<file path="src/rtl/alu_issue_if.sv">
// Handshake bundle between the issue unit and its producer/consumer:
// an operation channel in, a result channel out.
interface alu_issue_if;
  logic        in_valid;
  logic        in_ready;
  logic [7:0]  in_a;
  logic [7:0]  in_b;
  logic [3:0]  in_cmd;
  logic        out_valid;
  logic        out_ready;
  logic [15:0] out_data;
  logic        out_err;

  // valid/ready: a transfer happens at a rising edge where both are 1;
  // the sender holds payload and valid stable until that edge.
  modport master (
    output in_valid, in_a, in_b, in_cmd, out_ready,
    input  in_ready, out_valid, out_data, out_err
  );

  modport slave (
    input  in_valid, in_a, in_b, in_cmd, out_ready,
    output in_ready, out_valid, out_data, out_err
  );
endinterface

</file>
<file path="src/rtl/alu_issue_unit.sv">
// Upstream stage of the 8-bit ALU: operation FIFO, registered issue stage
// driving the ALU, and a result register drained over valid/ready.
module alu_issue_unit #(
  parameter int DEPTH = 4,
  parameter int AW    = 2
) (
  input  logic        clk,
  input  logic        rst,
  alu_issue_if.slave  bus,
  output logic [7:0]  alu_a,
  output logic [7:0]  alu_b,
  output logic [3:0]  alu_cmd,
  output logic        alu_oe,
  input  logic [15:0] alu_y,
  output logic [15:0] op_count,
  output logic        issue_state
);

  typedef enum logic {IDLE = 1'b0, LOADED = 1'b1} state_t;

  localparam logic [AW:0] FULL    = (AW+1)'(DEPTH);
  localparam logic [3:0]  CMD_DIV = 4'b0101;

  logic [19:0]   mem [DEPTH];
  logic [AW-1:0] wr_ptr;
  logic [AW-1:0] rd_ptr;
  logic [AW:0]   count;

  state_t state;
  state_t state_next;

  logic push;
  logic pop;
  logic capture;
  logic free;
  logic empty;
  logic div_zero;

  logic        out_valid_r;
  logic [15:0] out_data_r;
  logic        out_err_r;

  assign empty        = (count == '0);
  assign free         = !out_valid_r || bus.out_ready;
  // Depends only on occupancy, so a full FIFO refuses even when popping.
  assign bus.in_ready = (count < FULL);
  assign push         = bus.in_valid && bus.in_ready;
  assign div_zero     = (alu_cmd == CMD_DIV) && (alu_b == 8'h00);

  assign bus.out_valid = out_valid_r;
  assign bus.out_data  = out_data_r;
  assign bus.out_err   = out_err_r;
  assign issue_state   = state;

  always_comb begin
    state_next = state;
    pop        = 1'b0;
    capture    = 1'b0;
    alu_oe     = 1'b0;
    case (state)
      IDLE: begin
        if (!empty) begin
          pop        = 1'b1;
          state_next = LOADED;
        end
      end
      LOADED: begin
        alu_oe = 1'b1;
        if (free) begin
          capture = 1'b1;
          if (!empty) pop = 1'b1;
          else        state_next = IDLE;
        end
      end
      default: state_next = IDLE;
    endcase
  end

  always_ff @(posedge clk or posedge rst) begin
    if (rst) state <= IDLE;
    else     state <= state_next;
  end

  // Storage needs no reset: pointers and count define what is valid.
  always_ff @(posedge clk) begin
    if (push) mem[wr_ptr] <= {bus.in_a, bus.in_b, bus.in_cmd};
  end

  always_ff @(posedge clk or posedge rst) begin
    if (rst) begin
      wr_ptr <= '0;
      rd_ptr <= '0;
      count  <= '0;
    end else begin
      if (push) wr_ptr <= wr_ptr + 1'b1;
      if (pop)  rd_ptr <= rd_ptr + 1'b1;
      if (push && !pop)      count <= count + 1'b1;
      else if (!push && pop) count <= count - 1'b1;
    end
  end

  // Issue registers keep their last operands while idle.
  always_ff @(posedge clk or posedge rst) begin
    if (rst) begin
      alu_a   <= '0;
      alu_b   <= '0;
      alu_cmd <= '0;
    end else if (pop) begin
      {alu_a, alu_b, alu_cmd} <= mem[rd_ptr];
    end
  end

  always_ff @(posedge clk or posedge rst) begin
    if (rst) begin
      out_valid_r <= 1'b0;
      out_data_r  <= '0;
      out_err_r   <= 1'b0;
    end else if (capture) begin
      out_valid_r <= 1'b1;
      out_data_r  <= div_zero ? 16'hFFFF : alu_y;
      out_err_r   <= div_zero;
    end else if (out_valid_r && bus.out_ready) begin
      out_valid_r <= 1'b0;
    end
  end

  always_ff @(posedge clk or posedge rst) begin
    if (rst)                              op_count <= '0;
    else if (out_valid_r && bus.out_ready) op_count <= op_count + 16'd1;
  end

endmodule

</file>
<file path="src/flat_wrapper.sv">
// flat-port wrapper written by rule: the top's interface ports become plain ports
module alu_issue_unit_flat 
#(
  parameter int DEPTH = 4,
  parameter int AW    = 2
)
  (clk, rst, alu_a, alu_b, alu_cmd, alu_oe, alu_y, op_count, issue_state, bus_in_valid, bus_in_a, bus_in_b, bus_in_cmd, bus_out_ready, bus_in_ready, bus_out_valid, bus_out_data, bus_out_err);
  alu_issue_if bus_i ();
  input  logic clk;
  input  logic rst;
  output logic [7:0] alu_a;
  output logic [7:0] alu_b;
  output logic [3:0] alu_cmd;
  output logic alu_oe;
  input  logic [15:0] alu_y;
  output logic [15:0] op_count;
  output logic issue_state;
  input wire logic [$bits(bus_i.in_valid)-1:0] bus_in_valid;
  input wire logic [$bits(bus_i.in_a)-1:0] bus_in_a;
  input wire logic [$bits(bus_i.in_b)-1:0] bus_in_b;
  input wire logic [$bits(bus_i.in_cmd)-1:0] bus_in_cmd;
  input wire logic [$bits(bus_i.out_ready)-1:0] bus_out_ready;
  output wire logic [$bits(bus_i.in_ready)-1:0] bus_in_ready;
  output wire logic [$bits(bus_i.out_valid)-1:0] bus_out_valid;
  output wire logic [$bits(bus_i.out_data)-1:0] bus_out_data;
  output wire logic [$bits(bus_i.out_err)-1:0] bus_out_err;
  assign bus_i.in_valid = bus_in_valid;
  assign bus_i.in_a = bus_in_a;
  assign bus_i.in_b = bus_in_b;
  assign bus_i.in_cmd = bus_in_cmd;
  assign bus_i.out_ready = bus_out_ready;
  assign bus_in_ready = bus_i.in_ready;
  assign bus_out_valid = bus_i.out_valid;
  assign bus_out_data = bus_i.out_data;
  assign bus_out_err = bus_i.out_err;
  alu_issue_unit #(.DEPTH(DEPTH), .AW(AW)) u_core (.clk(clk), .rst(rst), .bus(bus_i), .alu_a(alu_a), .alu_b(alu_b), .alu_cmd(alu_cmd), .alu_oe(alu_oe), .alu_y(alu_y), .op_count(op_count), .issue_state(issue_state));
endmodule
</file>
<file path="config.mk">
export PLATFORM = sky130hd
export DESIGN_NAME = alu_issue_unit_flat
export DESIGN_NICKNAME = d
export VERILOG_FILES = /design/src/rtl/alu_issue_if.sv /design/src/rtl/alu_issue_unit.sv /design/src/flat_wrapper.sv
export SDC_FILE = /design/constraint.sdc
export NUM_CORES = 1
export LEC_CHECK = 0
export ABC_CLOCK_PERIOD_IN_PS = 5550
export BUFFER_PORTS_ARGS = -buffer_cell sky130_fd_sc_hd__buf_2
export CORE_ASPECT_RATIO = 1.75
export CORE_UTILIZATION = 45
export DETAILED_ROUTE_END_ITERATION = 8
export HOLD_SLACK_MARGIN = 0.1
export PLACE_DENSITY = 0.74
export SLEW_MARGIN = 20
export SYNTH_ARGS = -nofsm -noshare
export SYNTH_HDL_FRONTEND = slang
export SYNTH_SLANG_ARGS = --single-unit
</file>
<file path="constraint.sdc">
create_clock -name clk -period 5.55 [get_ports clk]
set_clock_uncertainty 0.1 [all_clocks]
set_input_delay 0.8325 -clock clk [delete_from_list [all_inputs] [get_ports clk]]
set_output_delay 0.8325 -clock clk [all_outputs]
set_load 0.05 [all_outputs]
</file>
==> impl_results.html <==
<table>
<tr><th>Metric</th><th>Value</th></tr>
<tr><th colspan="2">Floorplanning</th></tr>
<tr><td>Number of placement rows</td><td>53</td></tr>
<tr><td>Core area</td><td>12,070 sq um</td></tr>
<tr><td>Die height</td><td>149.8 microns</td></tr>
<tr><td>Chip Width</td><td>86.45 microns</td></tr>
<tr><td>Top-Level Pins</td><td>97</td></tr>
<tr><td>Area enclosed by the die boundary</td><td>12,950 sq um</td></tr>
<tr><td>Starting Density</td><td>46.53%</td></tr>
<tr><th colspan="2">Clock tree</th></tr>
<tr><td>Deepest clock path buffer count</td><td>2</td></tr>
<tr><td>Cts-stage hold buffer count</td><td>0</td></tr>
<tr><td>TritonCTS clock tree</td><td>built</td></tr>
<tr><td>Number of H-tree levels</td><td>4</td></tr>
<tr><td>Total clock buffers created by CTS</td><td>17</td></tr>
<tr><td>Root Driver</td><td>sky130_fd_sc_hd__clkbuf_16</td></tr>
<tr><td>Gates resized, CTS repair</td><td>0</td></tr>
<tr><td>Sinks on the clock net</td><td>142</td></tr>
<tr><td>Clock-pin slew on the worst setup and hold paths</td><td>about 60 ps</td></tr>
<tr><td>Number of buffers inserted to repair setup after CTS</td><td>0</td></tr>
<tr><td>Clk_lat worst skew</td><td>roughly 410 ps</td></tr>
<tr><th colspan="2">Timing</th></tr>
<tr><td>Final Cycle Share</td><td>51.56%</td></tr>
<tr><td>Tightest Pin Transition</td><td>1087 ps</td></tr>
<tr><td>Worst setup slack after layout</td><td>~2700 ps</td></tr>
<tr><td>RSZ-0062 raised after global routing</td><td>no</td></tr>
<tr><td>Max-slew violation count</td><td>0</td></tr>
<tr><td>Sum of negative setup slack</td><td>0 ps</td></tr>
<tr><td>Count of endpoints failing hold in the final timing report</td><td>0</td></tr>
<tr><td>Setup violations, final</td><td>0</td></tr>
<tr><td>Max transition margin</td><td>27.40%</td></tr>
<tr><td>Min cycle time layout</td><td>2862 ps</td></tr>
<tr><td>Maximum operating frequency</td><td>0.3495 GHz</td></tr>
<tr><th colspan="2">Critical path</th></tr>
<tr><td>R2R Setup Slk</td><td>2690 ps</td></tr>
<tr><td>Crit path capture type</td><td>flop</td></tr>
<tr><td>CP cell instances</td><td>nor2b_2, a21oi_4, inv_1, ha_1, inv_1, fa_1, mux2_2</td></tr>
<tr><td>Critical path endpoint</td><td>u_core.count[1]$_DFFE_PP0P_</td></tr>
<tr><td>Most Frequent Cell on Critical Path</td><td>sky130_fd_sc_hd__inv_1</td></tr>
<tr><td>Number of buffer and inverter instances along the worst setup path</td><td>2</td></tr>
<tr><td>Library cell contributing the largest single delay on the critical path</td><td>sky130_fd_sc_hd__a21oi_4</td></tr>
<tr><td>Logic depth of the worst register-to-register path</td><td>7</td></tr>
<tr><td>End of the worst register-to-register path</td><td>u_core.count[1]$_DFFE_PP0P_</td></tr>
<tr><td>Largest fanout on the critical path</td><td>23</td></tr>
<tr><td>First element of the critical path</td><td>u_core.bus.out_valid$_DFFE_PP0P_</td></tr>
<tr><td>Largest delay contributor family on the critical path</td><td>compound AO/OA/AOI/OAI gates</td></tr>
<tr><td>Instance count on the critical path</td><td>7</td></tr>
<tr><td>Slowest stage delay, CP</td><td>840 ps</td></tr>
<tr><td>Worst path arrival time</td><td>3060 ps</td></tr>
<tr><td>Setup crit start kind</td><td>flop</td></tr>
<tr><td>Critical path type</td><td>flop to flop</td></tr>
<tr><td>Worst r2r src</td><td>u_core.bus.out_valid$_DFFE_PP0P_</td></tr>
<tr><td>Data required time at the worst endpoint</td><td>approximately 5800 ps</td></tr>
<tr><th colspan="2">Global routing</th></tr>
<tr><td>Residual overflow from global routing</td><td>0</td></tr>
<tr><td>Tot GR Track Use</td><td>17.07%</td></tr>
<tr><td>First-pass GRT wire length</td><td>~16,000 microns</td></tr>
<tr><td>Number of antenna violations at the first check in global routing</td><td>0</td></tr>
<tr><td>Number of global-route vias before repair</td><td>roughly 3.2k</td></tr>
<tr><td>Pin count of the biggest net entering global routing</td><td>63</td></tr>
<tr><th colspan="2">Yosys</th></tr>
<tr><td>Number of distinct standard cells referenced by the synthesized netlist</td><td>34</td></tr>
<tr><td>Yosys warning count</td><td>0</td></tr>
<tr><td>Syn Area/Cell</td><td>17.07 sq um</td></tr>
<tr><td>Synth top area cells</td><td>sky130_fd_sc_hd__edfxtp_1 43%, sky130_fd_sc_hd__dfrtp_1 28%, sky130_fd_sc_hd__mux4_2 7.2%</td></tr>
<tr><td>Mapped cell area</td><td>about 5600 sq um</td></tr>
<tr><td>Largest area contributor in the netlist</td><td>sky130_fd_sc_hd__edfxtp_1</td></tr>
<tr><td>Area share of the leading cell type in the synthesized netlist</td><td>42.78%</td></tr>
<tr><td>Register area share after synthesis</td><td>70.41%</td></tr>
<tr><td>Net count after synthesis</td><td>between 300 and 400</td></tr>
<tr><td>Number of register bits inferred by synthesis</td><td>142</td></tr>
<tr><td>Synthesized instance count</td><td>329</td></tr>
<tr><th colspan="2">Power</th></tr>
<tr><td>Total power per unit cell area</td><td>between 500 and 600 nW/um^2</td></tr>
<tr><td>Leak</td><td>0.002777 uW</td></tr>
<tr><td>Maximum vdd ir drop</td><td>around 0.32 mV</td></tr>
<tr><th colspan="2">Finish</th></tr>
<tr><td>Fillcell total</td><td>1,000</td></tr>
<tr><td>Layout cells sized above 1</td><td>39.60%</td></tr>
<tr><td>Fin util</td><td>56.57%</td></tr>
<tr><td>Area growth from synthesis to layout</td><td>21.59%</td></tr>
<tr><td>Nets</td><td>481</td></tr>
<tr><td>Number of inserted diodes</td><td>0</td></tr>
<tr><th colspan="2">Route</th></tr>
<tr><td>Number of remaining DRC errors</td><td>0</td></tr>
<tr><td>Number of iterations in the first detailed-routing pass</td><td>4</td></tr>
<tr><td>Antenna Nets Post-Route</td><td>0</td></tr>
<tr><td>Routed via count</td><td>3,044</td></tr>
<tr><td>Via/cell ratio</td><td>about 5.0</td></tr>
<tr><td>1st-iter DRT viols</td><td>77</td></tr>
<tr><td>Total routed wirelength</td><td>10,070 microns</td></tr>
<tr><td>Final routed wire length divided by cell count</td><td>16.45 microns</td></tr>
<tr><th colspan="2">Flow run</th></tr>
<tr><td>Maximum Capacitance Violations</td><td>0</td></tr>
<tr><th colspan="2">Placement</th></tr>
<tr><td>Post-DP HPWL</td><td>6672 microns</td></tr>
<tr><td>Post-place setup slack</td><td>2266 ps</td></tr>
<tr><td>Number of port buffers</td><td>between 90 and 100</td></tr>
<tr><td>Global placer's final weighted congestion</td><td>0.7066</td></tr>
<tr><th colspan="2">Outcome</th></tr>
<tr><td>Status</td><td>finished clean</td></tr>
<tr><th colspan="2">Min path</th></tr>
<tr><td>Hold Crit Class</td><td>flop to flop</td></tr>
</table>
## cell usage after synthesis
cell type / n
sky130_fd_sc_hd__a21oi_1: 16
sky130_fd_sc_hd__a21oi_4: 1
sky130_fd_sc_hd__and2_1: 6
sky130_fd_sc_hd__and3_1: 2
sky130_fd_sc_hd__buf_2: 3
sky130_fd_sc_hd__buf_4: 4
sky130_fd_sc_hd__buf_6: 2
sky130_fd_sc_hd__clkbuf_1: 3
sky130_fd_sc_hd__dfrtp_1: 62
sky130_fd_sc_hd__edfxtp_1: 80
sky130_fd_sc_hd__fa_1: 1
sky130_fd_sc_hd__ha_1: 6
sky130_fd_sc_hd__inv_1: 8
sky130_fd_sc_hd__mux2_2: 4
sky130_fd_sc_hd__mux2_4: 18
sky130_fd_sc_hd__mux4_1: 2
sky130_fd_sc_hd__mux4_2: 18
sky130_fd_sc_hd__nand2_1: 12
sky130_fd_sc_hd__nand2b_1: 2
sky130_fd_sc_hd__nand3_1: 6
sky130_fd_sc_hd__nand3_2: 1
sky130_fd_sc_hd__nand4_1: 3
sky130_fd_sc_hd__nand4_2: 1
sky130_fd_sc_hd__nor2_1: 35
sky130_fd_sc_hd__nor2b_1: 1
sky130_fd_sc_hd__nor2b_2: 1
sky130_fd_sc_hd__nor3_1: 2
sky130_fd_sc_hd__nor3_2: 1
sky130_fd_sc_hd__nor4_1: 1
sky130_fd_sc_hd__nor4_2: 2
sky130_fd_sc_hd__nor4b_1: 2
sky130_fd_sc_hd__o21ai_0: 2
sky130_fd_sc_hd__xnor2_1: 16
sky130_fd_sc_hd__xor2_1: 5
## kinds of logic (layout without fill, tap and decap cells)
kind of cell	Yosys count	after routing	share of synthesized area (%)
flops	142	142	70.41
simple gates	78	78	7.019
mux	42	42	13.77
xor+xnor	21	21	3.275
buf+inv	20	138	1.938
compound gates	19	19	1.894
fa+ha+maj	7	7	1.693
## cell type report
cell class                 count  area (sq um)  area share [%]
sequential                   142          3954           57.91
multi-input combinational    167          1553           22.74
tap                          165         206.4           3.024
timing repair buffer          98         495.5           7.257
inverter                       8         30.03          0.4398
clock inverter                10         71.32           1.045
clock buffer                  22         518.0           7.587
## power breakdown
group	switching [uW]	leakage [uW]	internal (uW)
Sequential	198	0.00145	1380
Combinational	874	0.00103	524
Clock	428	0.000290	666
Total	1500	0.00278	2570
## through the flow
step	hold slack (ps)	area, sq um	std cells	power [uW]
5_1_grt	418.9	6828	612	4257
3_5_place_dp	380.8	6238	580	3019
4_1_cts	392.2	6828	612	4116
3_3_place_gp	363.5	6238	580	2967
2_1_floorplan	394.3	5615	329	2694
6_report	385.9	6828	612	4067
## worst min path at each step
stage | from | cells past startpoint | slack [ps] | to
6_report | u_core.bus.out_err$_DFFE_PP0P_ | 2 | 390 | u_core.bus.out_err$_DFFE_PP0P_
5_1_grt | u_core.op_count[15]$_DFFE_PP0P_ | 1 | 420 | u_core.op_count[15]$_DFFE_PP0P_
4_1_cts | u_core.op_count[12]$_DFFE_PP0P_ | 1 | 390 | u_core.op_count[12]$_DFFE_PP0P_
3_5_place_dp | u_core.bus.out_err$_DFFE_PP0P_ | 2 | 380 | u_core.bus.out_err$_DFFE_PP0P_
3_3_place_gp | u_core.op_count[15]$_DFFE_PP0P_ | 1 | 360 | u_core.op_count[15]$_DFFE_PP0P_
2_1_floorplan | u_core.count[0]$_DFFE_PP0P_ | 1 | 390 | u_core.count[0]$_DFFE_PP0P_
## per-layer routing
layer,part of all wire (%),GRT usage (%)
met5,0,0
met4,2.3,8.750
met3,4.4,4.799
met2,57,30.83
met1,36,17.71
## tightest hold or removal path, stage by stage (launching register included)
cell and delay [ps]:
sky130_fd_sc_hd__dfrtp_1 340, sky130_fd_sc_hd__nand2_1 50, sky130_fd_sc_hd__o21ai_0 60
## cell usage in the layout (no fill, tap or decap), types with 12 or more instances in the layout
cell type and n:
sky130_fd_sc_hd__xnor2_1 16, sky130_fd_sc_hd__a21oi_1 16, sky130_fd_sc_hd__dfrtp_1 62, sky130_fd_sc_hd__nand2_1 12
sky130_fd_sc_hd__clkbuf_16 20, sky130_fd_sc_hd__nor2_1 35, sky130_fd_sc_hd__buf_2 96, sky130_fd_sc_hd__edfxtp_1 80
sky130_fd_sc_hd__mux2_4 18, sky130_fd_sc_hd__mux4_2 18
## sequential cells by signal, summed over array words and instances, names as in the netlist
signal and flops:
u_core.bus.out_valid 1, u_core.bus.out_err 1, u_core.rd_ptr 2, u_core.op_count 16, u_core.alu_a 8, u_core.alu_cmd 4
u_core.bus.out_data 16, u_core.alu_b 8, u_core.count 3, u_core.mem 80, u_core.wr_ptr 2, u_core.issue_state 1
No activity file was read; power rests on OpenSTA's default activity.
